$ cat src/rtl/univ_shift_reg.sv
// Universal shift register: hold, serial shift, parallel load, rotate, clear and
// invert, selected by Mode and gated by En, with a synchronous active-high reset.
module univ_shift_reg #(
  parameter int                 WIDTH     = 4,
  parameter logic [WIDTH-1:0]   RESET_VAL = '0
) (
  input  logic             Clk,
  input  logic             Rst,
  input  logic             En,
  input  logic [2:0]       Mode,
  input  logic [WIDTH-1:0] D,
  input  logic             SinR,
  input  logic             SinL,
  output logic [WIDTH-1:0] Q,
  output logic [WIDTH-1:0] Qb,
  output logic             SoutR,
  output logic             SoutL
);

  typedef enum logic [2:0] {
    MODE_HOLD  = 3'b000,
    MODE_SHR   = 3'b001,
    MODE_SHL   = 3'b010,
    MODE_LOAD  = 3'b011,
    MODE_ROR   = 3'b100,
    MODE_ROL   = 3'b101,
    MODE_CLEAR = 3'b110,
    MODE_INV   = 3'b111
  } mode_e;

  logic [WIDTH-1:0] q_q;
  logic [WIDTH-1:0] q_d;

  always_comb begin
    q_d = q_q;
    if (En) begin
      case (mode_e'(Mode))
        MODE_HOLD:  q_d = q_q;
        MODE_SHR:   q_d = {SinR, q_q[WIDTH-1:1]};
        MODE_SHL:   q_d = {q_q[WIDTH-2:0], SinL};
        MODE_LOAD:  q_d = D;
        MODE_ROR:   q_d = {q_q[0], q_q[WIDTH-1:1]};
        MODE_ROL:   q_d = {q_q[WIDTH-2:0], q_q[WIDTH-1]};
        MODE_CLEAR: q_d = '0;
        MODE_INV:   q_d = ~q_q;
        default:    q_d = q_q;
      endcase
    end
  end

  always_ff @(posedge Clk) begin
    if (Rst) begin
      q_q <= RESET_VAL;
    end else begin
      q_q <= q_d;
    end
  end

  // Complement and serial taps are combinational so they track Q with no lag,
  // which lets SoutR feed a neighbour's SinR for a seamless chained shifter.
  assign Q     = q_q;
  assign Qb    = ~q_q;
  assign SoutR = q_q[0];
  assign SoutL = q_q[WIDTH-1];

endmodule

$ cat config.mk
export PLATFORM = sky130hd
export DESIGN_NAME = univ_shift_reg
export DESIGN_NICKNAME = d
export VERILOG_FILES = /design/src/rtl/univ_shift_reg.sv
export SDC_FILE = /design/constraint.sdc
export NUM_CORES = 1
export LEC_CHECK = 0
export CAP_MARGIN = 30
export CORE_AREA = 3 3 40 42
export DETAILED_ROUTE_END_ITERATION = 6
export DIE_AREA = 0 0 43 45
export MAX_ROUTING_LAYER = met4
export SYNTH_ARGS = -nofsm -noshare
export SYNTH_HDL_FRONTEND = slang
export SYNTH_SLANG_ARGS = --single-unit
export TNS_END_PERCENT = 20
$ cat constraint.sdc
create_clock -name Clk -period 3.7 [get_ports Clk]
set_input_delay 0.74 -clock Clk [delete_from_list [all_inputs] [get_ports Clk]]
set_output_delay 0.74 -clock Clk [all_outputs]
set_load 0.03 [all_outputs]
==> flow_summary_export.csv <==
group,metric,value,unit
outcome,status,"finished, final reports clean",
finish,antenna_cells,0,
finish,largest_register_ffs,4,
timing,drv_slew,0,
worst_setup_path,crit_path_max_fanout,7,
timing,fin_crit_sh,57.80,%
worst_hold_path,hold_path_class,"flop to flop",
drt,drtIter0Drc,15,
global_routing,grt_pass1_vias,388,
logic_synthesis,synth_seq_area_share,21.19,%
floorplanning,rows,13,
placed_design,hpwl,802.4,um
finish,seq_area,80.08,um2
drt,detail_route.first_pass.iterations,4,
pwr,p_leak,0.2290,nW
clock_tree,cts_setup_buffers,0,
pwr,ir_worst_vdd,0.0001982,V
logic_synthesis,synth_warnings,0,
worst_setup_path,start_kind,"flop",
timing,slew_headroom,69.30,%
logic_synthesis,synth_area,377.9,um2
worst_setup_path,crit_family,"buffers and inverters",
clock_tree,cts_tree,"done",
logic_synthesis,synth.avg_cell_area,6.997,um2
floorplanning,die_w,43,um
clock_tree,cts_max_path_buffers,2,
finish,fillers,138,
floorplanning,die_area,1935,um2
global_routing,grt_util_all_layers,12.43,%
worst_setup_path,crit_type,"flop to primary output",
drt,final_antenna_net_count,0,
drt,vias,443,
clock_tree,cts_buffers,3,
clock_tree,cts_max_level,1,
drt,wl_per_cell,12.09,um
placed_design,place.gp.congestion,0.7811,
logic_synthesis,synthesis.nets,66,
clock_tree,cts.root.buffer_cell,"clkbuf_4",
global_routing,antenna_found_initial,0,
finish,area_delta_synth_final,56.95,%
global_routing,grt_max_degree,16,
timing,max_freq,467.6,MHz
pwr,p_per_area,318.4,nW/um2
worst_setup_path,cp-end-kind,"primary output",
timing,hold_ws,0.5580,ns
worst_setup_path,required,2.96,ns
timing,hold_viol,0,
worst_setup_path,path_cells,"clkdlybuf4s50_1",
floorplanning,ios,22,
clock_tree,clkLatencyLatePin,0.23,ns
worst_setup_path,worstPathArrival,1.40,ns
timing,worst_slew_pin_slew,0.4590,ns
clock_tree,hold_buffers,0,
finish,drive_gt1_share,5.479,%
timing,min_period,2.139,ns
clock_tree,clkSinkCount,4,
timing,setup_viol,0,
logic_synthesis,synth-seq-cells,4,
floorplanning,die_y,45,um
global_routing,grt_overflow_total,0,
clock_tree,clk_pin_slew,0.03,ns
drt,routed_wl,1.064,mm
run,maxCapViolCount,0,
clock_tree,post_cts_resize_count,0,
worst_setup_path,path_buf_inv,1,
finish,layout.nets,87,
finish,multi_input_area,242.7,um2
timing,fin_tns_setup,0,ns
placed_design,port-buffer-count,21,
logic_synthesis,synthCells,54,
timing,rsz0062_at_grt,"false",
logic_synthesis,ys_types,25,
floorplanning,core,1285,um2
floorplanning,start_util,29.41,%
worst_setup_path,slowest_stage,"clkdlybuf4s50_1",
worst_setup_path,slowest_delay,0.72,ns
timing,finalClockSkew,0.003530,ns
drt,drcViolationCount,0,
drt,viasPerCell,5.034,
global_routing,grt_pass1_wl,1.718,mm
stage by stage:
| step | area [um2] | total power [mW] | instances | util [%] | setup slack, ns |
|---|---|---|---|---|---|
| after floorplan | 377.9 | 0.1030 | 54 | - | 2.004 |
| after global placement | 570.5 | 0.1370 | 85 | 44.40 | 1.361 |
| after detailed placement | 570.5 | 0.1362 | 85 | 44.40 | 1.343 |
| after CTS | 593.1 | 0.1910 | 88 | 46.15 | 1.552 |
| after global routing | 593.1 | 0.2032 | 88 | 46.15 | 1.481 |
| final | 593.1 | 0.1889 | 88 | 46.15 | 1.561 |
kinds of logic after synthesis:
kind of cell	after synthesis	share of synthesized area, %
compound gates	18	34.77
buf+inv	10	14.57
simple gates	20	23.84
mux	2	5.629
flops	4	21.19
where the power goes:
group	total [mW]	internal (mW)	leakage, nW	switching, mW
logic	0.0820	0.0389	0.182	0.0431
clock network	0.0531	0.0362	0.0138	0.0169
registers	0.0538	0.0473	0.0331	0.00645
total	0.189	0.122	0.229	0.0664
metal layers:
| metal | wire length (um) | up-vias | GRT usage, % | share of wire (%) |
|---|---|---|---|---|
| met5 | 0 | - | - | 0 |
| met4 | 0 | 0 | 3.614 | 0 |
| met3 | 93 | 0 | 5.976 | 8.7 |
| met2 | 466 | 24 | 16.77 | 44 |
| met1 | 504 | 189 | 16.35 | 47 |
| li1 | - | 230 | - | - |
worst min-delay path, stage by stage (launching register included):
cell and delay, ns:
dfxtp_1 0.34, nor2_1 0.11, a311oi_1 0.05
layout make-up:
cell class                 count  area share, %
inverter                       5          3.165
tap                           15          3.165
clock buffer                   3          3.797
sequential                     4          13.50
multi-input combinational     40          40.93
timing repair buffer          21          35.44
synth_stat cells:
master / n / area, um2
inv_1: 5 / 18.77
a41oi_1: 3 / 26.28
o21ai_0: 4 / 20.02
a32oi_1: 1 / 8.760
dfxtp_1: 4 / 80.08
o31a_1: 1 / 8.760
nand2_1: 6 / 22.52
mux2_2: 1 / 11.26
buf_2: 2 / 10.01
nor4_1: 1 / 6.260
a21o_1: 1 / 7.510
nand3_1: 2 / 10.01
o221ai_1: 1 / 8.760
buf_4: 2 / 15.01
buf_6: 1 / 11.26
nand3b_1: 1 / 7.510
nor2_1: 7 / 26.28
a311oi_1: 1 / 8.760
o21bai_1: 1 / 7.510
o211a_1: 1 / 10.01
mux2i_1: 1 / 10.01
o21a_1: 2 / 15.01
a21oi_1: 2 / 10.01
nand2b_1: 2 / 12.51
nor3_1: 1 / 5.000
worst paths after layout:
path,to,cells after the start,start,slack (ns)
max reg2reg,Q[0],4,Q[0],2.55
max,Q[0],1,Q[0],1.56
min reg2reg,Q[1],2,Q[1],0.56
min,Q[1],2,Q[1],0.56
placed cells by master, fill, tap and decap left out:
cell type	Yosys	routed
o21bai_1	1	1
mux2i_1	1	1
mux2_2	1	1
a32oi_1	1	1
a311oi_1	1	1
nand3b_1	1	1
a21oi_1	2	2
clkbuf_4	0	3
o221ai_1	1	1
nand3_1	2	2
inv_1	5	5
clkdlybuf4s50_1	0	21
dfxtp_1	4	4
a21o_1	1	1
o31a_1	1	1
nand2b_1	2	2
nand2_1	6	6
nor4_1	1	1
nor3_1	1	1
o21ai_0	4	4
nor2_1	7	7
a41oi_1	3	3
o21a_1	2	2
o211a_1	1	1
Power figures use the tool's default switching activity.
